[src/rtl/fetch_hazard_ctrl_if.sv]
// Control bundle between the fetch/decode pipeline and its hazard controller.
// slave = controller side, master = pipeline side.
interface fetch_hazard_ctrl_if #(
   parameter int unsigned RA_W = 5
);
   logic [RA_W-1:0] id_rs;
   logic [RA_W-1:0] id_rt;
   logic            id_uses_rt;
   logic            id_jump;
   logic            ex_mem_read;
   logic [RA_W-1:0] ex_rt;
   logic            ex_branch;
   logic            ex_zero;
   logic            imem_ready;
   logic            halt_req;
   logic            pc_en;
   logic [1:0]      pc_sel;
   logic            if_id_en;
   logic            if_id_flush;
   logic            id_ex_flush;

   modport master (
      output id_rs, id_rt, id_uses_rt, id_jump, ex_mem_read, ex_rt,
             ex_branch, ex_zero, imem_ready, halt_req,
      input  pc_en, pc_sel, if_id_en, if_id_flush, id_ex_flush
   );

   modport slave (
      input  id_rs, id_rt, id_uses_rt, id_jump, ex_mem_read, ex_rt,
             ex_branch, ex_zero, imem_ready, halt_req,
      output pc_en, pc_sel, if_id_en, if_id_flush, id_ex_flush
   );
endinterface

[src/rtl/fetch_hazard_ctrl.sv]
// PC / IF-ID / ID-EX sequencing controller: boot, redirects, load-use stall,
// instruction-memory wait, and a counted drain into halt.
module fetch_hazard_ctrl #(
   parameter int unsigned RA_W         = 5,
   parameter int unsigned CNT_W        = 16,
   parameter int unsigned DRAIN_CYCLES = 4
) (
   input  logic               clk,
   input  logic               rst,
   fetch_hazard_ctrl_if.slave bus,
   output logic               halted,
   output logic [CNT_W-1:0]   stall_cnt
);

   typedef enum logic [1:0] {BOOT, RUN, DRAIN, HALT} state_t;

   state_t          state, state_nx;
   logic [3:0]      drain_cnt, drain_cnt_nx;
   logic [RA_W-1:0] id_rs, id_rt, ex_rt;
   logic            taken, lu, stall_ev;
   logic            pc_en_c, if_id_en_c, if_id_flush_c, id_ex_flush_c;
   logic [1:0]      pc_sel_c;

   assign id_rs = bus.id_rs;
   assign id_rt = bus.id_rt;
   assign ex_rt = bus.ex_rt;

   assign taken = bus.ex_branch & bus.ex_zero;
   assign lu    = bus.ex_mem_read & (ex_rt != '0) & ~bus.id_jump &
                  ((ex_rt == id_rs) | (bus.id_uses_rt & (ex_rt == id_rt)));

   // Next state, drain countdown and prioritised control outputs
   always_comb begin
      state_nx      = state;
      drain_cnt_nx  = drain_cnt;
      pc_en_c       = 1'b0;
      pc_sel_c      = 2'b00;
      if_id_en_c    = 1'b0;
      if_id_flush_c = 1'b1;
      id_ex_flush_c = 1'b1;
      case (state)
         BOOT: state_nx = RUN;
         RUN: begin
            if (taken) begin
               pc_en_c    = 1'b1;
               pc_sel_c   = 2'b10;
               if_id_en_c = 1'b1;
            end else if (bus.id_jump) begin
               pc_en_c       = 1'b1;
               pc_sel_c      = 2'b01;
               if_id_en_c    = 1'b1;
               id_ex_flush_c = 1'b0;
            end else if (lu) begin
               // hold PC and IF/ID, bubble into EX
               if_id_flush_c = 1'b0;
            end else if (!bus.imem_ready) begin
               if_id_en_c    = 1'b1;
               id_ex_flush_c = 1'b0;
            end else begin
               pc_en_c       = 1'b1;
               if_id_en_c    = 1'b1;
               if_id_flush_c = 1'b0;
               id_ex_flush_c = 1'b0;
            end
            if (bus.halt_req) begin
               state_nx     = DRAIN;
               drain_cnt_nx = 4'(DRAIN_CYCLES - 1);
            end
         end
         DRAIN: begin
            if_id_en_c    = 1'b1;
            id_ex_flush_c = 1'b0;
            if (drain_cnt == 4'd0) state_nx = HALT;
            else                   drain_cnt_nx = drain_cnt - 4'd1;
         end
         HALT: ;
         default: state_nx = BOOT;
      endcase
   end

   assign bus.pc_en       = pc_en_c;
   assign bus.pc_sel      = pc_sel_c;
   assign bus.if_id_en    = if_id_en_c;
   assign bus.if_id_flush = if_id_flush_c;
   assign bus.id_ex_flush = id_ex_flush_c;

   assign stall_ev = (state == RUN) & (~pc_en_c | if_id_flush_c | id_ex_flush_c);

   // State, drain counter and registered halt flag
   always_ff @(posedge clk or negedge rst) begin
      if (!rst) begin
         state     <= BOOT;
         drain_cnt <= '0;
         halted    <= 1'b0;
      end else begin
         state     <= state_nx;
         drain_cnt <= drain_cnt_nx;
         halted    <= (state_nx == HALT);
      end
   end

   // Saturating stall/bubble counter, advances only in RUN
   always_ff @(posedge clk or negedge rst) begin
      if (!rst)                           stall_cnt <= '0;
      else if (stall_ev && stall_cnt != '1) stall_cnt <= stall_cnt + 1'b1;
   end

endmodule

[src/flat_wrapper.sv]
// flat-port wrapper written by rule: the top's interface ports become plain ports
module fetch_hazard_ctrl_flat 
#(
   parameter int unsigned RA_W         = 5,
   parameter int unsigned CNT_W        = 16,
   parameter int unsigned DRAIN_CYCLES = 4
)
  (clk, rst, halted, stall_cnt, bus_id_rs, bus_id_rt, bus_id_uses_rt, bus_id_jump, bus_ex_mem_read, bus_ex_rt, bus_ex_branch, bus_ex_zero, bus_imem_ready, bus_halt_req, bus_pc_en, bus_pc_sel, bus_if_id_en, bus_if_id_flush, bus_id_ex_flush);
  fetch_hazard_ctrl_if #(.RA_W(RA_W)) bus_i ();
  input  logic clk;
  input  logic rst;
  output logic halted;
  output logic [CNT_W-1:0] stall_cnt;
  input wire logic [$bits(bus_i.id_rs)-1:0] bus_id_rs;
  input wire logic [$bits(bus_i.id_rt)-1:0] bus_id_rt;
  input wire logic [$bits(bus_i.id_uses_rt)-1:0] bus_id_uses_rt;
  input wire logic [$bits(bus_i.id_jump)-1:0] bus_id_jump;
  input wire logic [$bits(bus_i.ex_mem_read)-1:0] bus_ex_mem_read;
  input wire logic [$bits(bus_i.ex_rt)-1:0] bus_ex_rt;
  input wire logic [$bits(bus_i.ex_branch)-1:0] bus_ex_branch;
  input wire logic [$bits(bus_i.ex_zero)-1:0] bus_ex_zero;
  input wire logic [$bits(bus_i.imem_ready)-1:0] bus_imem_ready;
  input wire logic [$bits(bus_i.halt_req)-1:0] bus_halt_req;
  output wire logic [$bits(bus_i.pc_en)-1:0] bus_pc_en;
  output wire logic [$bits(bus_i.pc_sel)-1:0] bus_pc_sel;
  output wire logic [$bits(bus_i.if_id_en)-1:0] bus_if_id_en;
  output wire logic [$bits(bus_i.if_id_flush)-1:0] bus_if_id_flush;
  output wire logic [$bits(bus_i.id_ex_flush)-1:0] bus_id_ex_flush;
  assign bus_i.id_rs = bus_id_rs;
  assign bus_i.id_rt = bus_id_rt;
  assign bus_i.id_uses_rt = bus_id_uses_rt;
  assign bus_i.id_jump = bus_id_jump;
  assign bus_i.ex_mem_read = bus_ex_mem_read;
  assign bus_i.ex_rt = bus_ex_rt;
  assign bus_i.ex_branch = bus_ex_branch;
  assign bus_i.ex_zero = bus_ex_zero;
  assign bus_i.imem_ready = bus_imem_ready;
  assign bus_i.halt_req = bus_halt_req;
  assign bus_pc_en = bus_i.pc_en;
  assign bus_pc_sel = bus_i.pc_sel;
  assign bus_if_id_en = bus_i.if_id_en;
  assign bus_if_id_flush = bus_i.if_id_flush;
  assign bus_id_ex_flush = bus_i.id_ex_flush;
  fetch_hazard_ctrl #(.RA_W(RA_W), .CNT_W(CNT_W), .DRAIN_CYCLES(DRAIN_CYCLES)) u_core (.clk(clk), .rst(rst), .bus(bus_i), .halted(halted), .stall_cnt(stall_cnt));
endmodule
[config.mk]
export PLATFORM = sky130hd
export DESIGN_NAME = fetch_hazard_ctrl_flat
export DESIGN_NICKNAME = d
export VERILOG_FILES = /design/src/rtl/fetch_hazard_ctrl_if.sv /design/src/rtl/fetch_hazard_ctrl.sv /design/src/flat_wrapper.sv
export SDC_FILE = /design/constraint.sdc
export NUM_CORES = 1
export LEC_CHECK = 0
export ABC_AREA = 1
export CORE_UTILIZATION = 30
export CTS_BUF_LIST = sky130_fd_sc_hd__clkbuf_16
export DETAILED_ROUTE_END_ITERATION = 7
export DONT_BUFFER_PORTS = 1
export PLACE_DENSITY = 0.54
export SETUP_SLACK_MARGIN = 0.2
export SYNTH_ARGS = -nofsm -noshare
export SYNTH_HDL_FRONTEND = slang
export SYNTH_SLANG_ARGS = --single-unit
[constraint.sdc]
create_clock -name clk -period 2.2 [get_ports clk]
set_input_delay 0.33 -clock clk [delete_from_list [all_inputs] [get_ports clk]]
set_output_delay 0.33 -clock clk [all_outputs]
set_load 0.1 [all_outputs]
### After elaboration in Yosys (flattened, before gate mapping)

Index checks and enable logic that the tools add are counted.

| word-level totals | value |
|---|---|
| register bits | 23 |
| input bits | 24 |
| output and inout bits | 23 |
| word-level logic and storage cells | 58 |

| operators by class | value |
|---|---|
| add/sub/neg operators | 2 |
| equality and inequality tests | 8 |
| muxes and demuxes | 27 |
| bitwise logic cells | 11 |
| reduce and logical (&&, ||, !) cells | 6 |

Operators with widths:

| operator | number |
|---|---|
| two-way mux 1 bit | 17 |
| adder 16 x 1 -> 16 bit, second input constant | 1 |
| inequality test 16 bit, second input constant | 1 |
| == test 5 bit | 2 |
| two-way mux 2 bit | 4 |
| two-way mux 4 bit | 2 |
| case mux 4 bit (2 select lines) | 1 |
| bitwise AND 1 bit | 6 |
| case mux 2 bit (3 select lines) | 1 |
| nonzero test 5 bit | 1 |
| == test 2 bit, second input constant | 2 |
| logical NOT 4 bit | 1 |
| inequality test 2 bit, second input constant | 2 |
| case mux 1 bit (2 select lines) | 2 |
| subtractor 4 x 1 -> 4 bit, second input constant | 1 |
| OR 1 bit | 3 |
| AND reduction 3 bit | 1 |
| == test 2 x 1 -> 1 bit, second input constant | 1 |
| logical NOT 2 bit | 1 |
| NOT 1 bit | 2 |
| nonzero test 2 bit | 1 |
| logical AND 1 bit | 1 |

### Logic depth before layout (Yosys ltp)

| logic depth | value |
|---|---|
| word-level depth | 13 |
| mapped depth | 12 |
| depth with buffers taken out | 11 |

### Worst setup path after synthesis

OpenSTA, ideal clock, no wires.

| timing | value |
|---|---|
| path kind | flip-flop to output port |
| from | reg u_core.state[1] |
| to | out bus_pc_sel[0] |
| arrival time | 2921 ps |
| data required time | 1870 ps |
| path slack | -1051 ps |
| stages on the path, launching flop included | 6 |
| buffers on the path | 1 |
| cells stage by stage | dfrtp_1 > inv_1 > ha_1 > buf_2 > inv_2 > nor3_1 |

| between the ends | value |
|---|---|
| cells in the longest elaborated chain, start to end | 2 |

RTL lines:

| what | line | source |
|---|---|---|
| start: declaration | fetch_hazard_ctrl.sv:17 | `state_t state, state_nx;` |
| start signal: assignment | fetch_hazard_ctrl.sv:96 | `state <= state_nx;` |
| == test 2 x 1 -> 1 bit | fetch_hazard_ctrl.sv:41 | `case (state)` |
| two-way mux 2 bit | fetch_hazard_ctrl.sv:41 |  |
| end: declaration | flat_wrapper.sv:25 | `output wire logic [$bits(bus_i.pc_sel)-1:0] bus_pc_sel;` |

Every way passes these cells.

### Final worst setup path

Same ends and word-level chain as after synthesis.

==> impl_metrics.ini <==
[worst_setup_path]
cp.required_ps = 1870
cp_max_fo = 6
cp_slowest_cell = dfrtp_1
critPathMaxStageDelay_ps = 420
crit_buf_inv = 3
path_class = reg -> out
path_cells = inv_1, ha_2, inv_2, nor3_4, buf_12
startpoint_type = register
cpLargestDelayFamily = flip-flops
endpoint_kind = output pin
worst-endpoint-arrival_ps = 1560

[pwr]
net-switching-power_mw = 0.1869
clockPowerShare = 0.458
p_leak_nw = 1.140
power_density_nw_per_um2 = 389.7
p_sw_frac = 0.2139
vdd_drop_max_uv = 225.8
p_seq_frac = 0.484
combPwrFrac = 0.059
p_int_mw = 0.6869
power.total_mw = 0.8737

[yosys]
synth_common_cells = 82 x nand2_1, 33 x inv_1, 23 x dfrtp_1
syn_inst = 249
seq_area_frac_synth = 0.3305
synth_top_area_share = 0.3305
async_flop_share = 1.000
syn-cell-area_um2 = 1742
synthFlopType = dfrtp_1
yosys_register_bits = 23
yosysTopAreaCell = dfrtp_1
synthTopCellsByArea = dfrtp_1 33%, nand2_1 18%, nand4_1 7.5%
syn_avg_cell_area_um2 = 6.995
synth.distinct_cells = 30
syn_nets = 280
synth.most_common_cell = nand2_1
synth_warnings = 0
synth_edf_count = 0

[cts]
ctsLongestPathBuffers = 2
clock_latency_ps = 260
cts-htree-levels = 1
cts_tree = done
cts_made_buffers = 3
clk_pin_slew_ps = 60
cts.sinks = 23
cts-root-buf = clkbuf_16

[floorplan]
die_y_um = 78.20
io_pins = 47
die_area_um2 = 6114
start_util = 0.3144
rows = 27
die_w_um = 78.20
core_area_um2 = 5540

[finish]
diodes = 0
syn_to_final_growth_pct = 28.74
fin_nets = 304
layout-drive-gt1-share = 0.2426
nFillCells = 594

[run]
drv_cap = 0

[placed_design]
dp_slack_ps = 310.8
dp_hpwl_mm = 3.128
gp_congestion = 0.8118
portBuffers = 0

[grt]
groute.usage.overall = 0.1434
grt_pass1_wl_mm = 7.120
grt_max_degree = 24
grt_overflow = 0
antenna_found_initial = 0
grt_pass1_vias = 1579

[timing]
fmax_mhz = 528.2
hold_violations = 0
finalCritPeriodShare = 0.8606
period_minus_slack_ps = 1893
grt_setup_unrepaired = false
worst_slew_pin_slew_ps = 1063
relSlewSlack = 0.2888
finClkSkew_ps = 6.640
setup_tns_ps = 0
drv_slew = 0
finalSetupViolCount = 0
layout_setup_ws_ps = 306.8
hold_ws_ps = 346.5

[detailed_routing]
vias = 1616
drt_iter0_markers = 99
wl_per_cell_um = 11.78
drt-pass1-iter-count = 4
routed_wl_mm = 4.053
viasPerCell = 4.698
drc_errors = 0
ant_nets = 0

[min_path]
hp-class = in -> reg

[run_status]
status = completed
[metal layers]
layer / global-route usage / up-vias / part of all wire
li1: - / 837 / -
met1: 0.1855 / 731 / 0.45
met2: 0.2456 / 46 / 0.48
met3: 0.03837 / 2 / 0.065
met4: 0.01481 / 0 / 0.0017
met5: 0 / - / 0
[placed cells by master, fill, tap and decap left out, types with 2 or more instances in the layout]
master     Yosys  final
buf_12         0      5
buf_4          0     18
clkbuf_16      0      4
dfrtp_1       23     13
dfrtp_2        0     10
ha_1           7      6
inv_1         33     29
inv_12         0      2
inv_2          6      6
nand2_1       82     79
nand2_2        2      5
nand3_1       10     10
nand4_1       21     21
nor2_1        22     21
nor2_4         2      3
nor3_1         3      2
nor4_2         1      2
o21ai_0        4      4
o31ai_1        2      2
xnor2_1        4      4
xor2_1         9      9
[what timing repair did]
item | in CTS | in global routing
endpoints found under the setup margin | 0 | 3
buffers inserted | 0 | 0
hold buffers | 1 | 0
resized for setup | 0 | 2
hold endpoints to repair | 23 | 0
[cell type report]
type                       count  area [µm²]  area share
multi-input combinational    181        1032      0.4604
sequential                    23       588.1      0.2623
timing repair buffer          25       270.3      0.1205
inverter                      39       181.4     0.08092
tap                           72       90.09     0.04018
clock buffer                   3       75.07     0.03348
clock inverter                 1       5.005    0.002232
[final timing paths]
| kind | depth (start not counted) | slack (ps) | startpoint | endpoint |
|---|---|---|---|---|
| max in group asynchronous | 1 | 780 | rst | u_core.stall_cnt[9] |
| worst min register to register | 2 | 520 | u_core.stall_cnt[9] | u_core.stall_cnt[9] |
| min in group asynchronous | 1 | 720 | rst | u_core.stall_cnt[2] |
| worst max register to register | 11 | 410 | u_core.stall_cnt[0] | u_core.stall_cnt[11] |
| worst max-delay path | 5 | 310 | u_core.state[1] | bus_pc_sel[0] |
| worst min-delay path | 2 | 350 | bus_halt_req | u_core.state[1] |
[registers in the layout (all words and copies together) (netlist names)]
signal,flops
u_core.stall_cnt,16
u_core.drain_cnt,4
u_core.state,2
u_core.halted,1
[power by group through the flow]
stage / logic, mW / clock network, mW / registers (mW)
2_1_floorplan: 0.0369 / 0 / 0.431
3_3_place_gp: 0.0419 / 0 / 0.431
3_5_place_dp: 0.0424 / 0 / 0.431
4_1_cts: 0.0527 / 0.413 / 0.423
5_1_grt: 0.0621 / 0.429 / 0.422
6_report: 0.0511 / 0.400 / 0.423
[worst reg2reg max path, delay by kind of cell, from the launching register on]
kind,cells,cell delay (ps)
fa+ha+maj,1,250
simple gates,10,980
flops,1,440
[per-stage QoR]
stage | util | cell area, µm² | std cells
after floorplan | - | 1821 | 249
after global placement | 0.3869 | 2143 | 339
after detailed placement | 0.3869 | 2143 | 339
after CTS | 0.4031 | 2233 | 344
after global routing | 0.4047 | 2242 | 344
final | 0.4047 | 2242 | 344
[kinds of logic after synthesis]
logic type | count (synthesis) | synth area share
flip-flops | 23 | 0.3305
AND/OR/NAND/NOR | 151 | 0.4152
AO/OA/AOI/OAI | 10 | 0.03520
buffers and inverters | 45 | 0.1034
adder cells (fa/ha/maj) | 7 | 0.05029
XOR/XNOR | 13 | 0.06537
(Power assumes the default switching activity.)
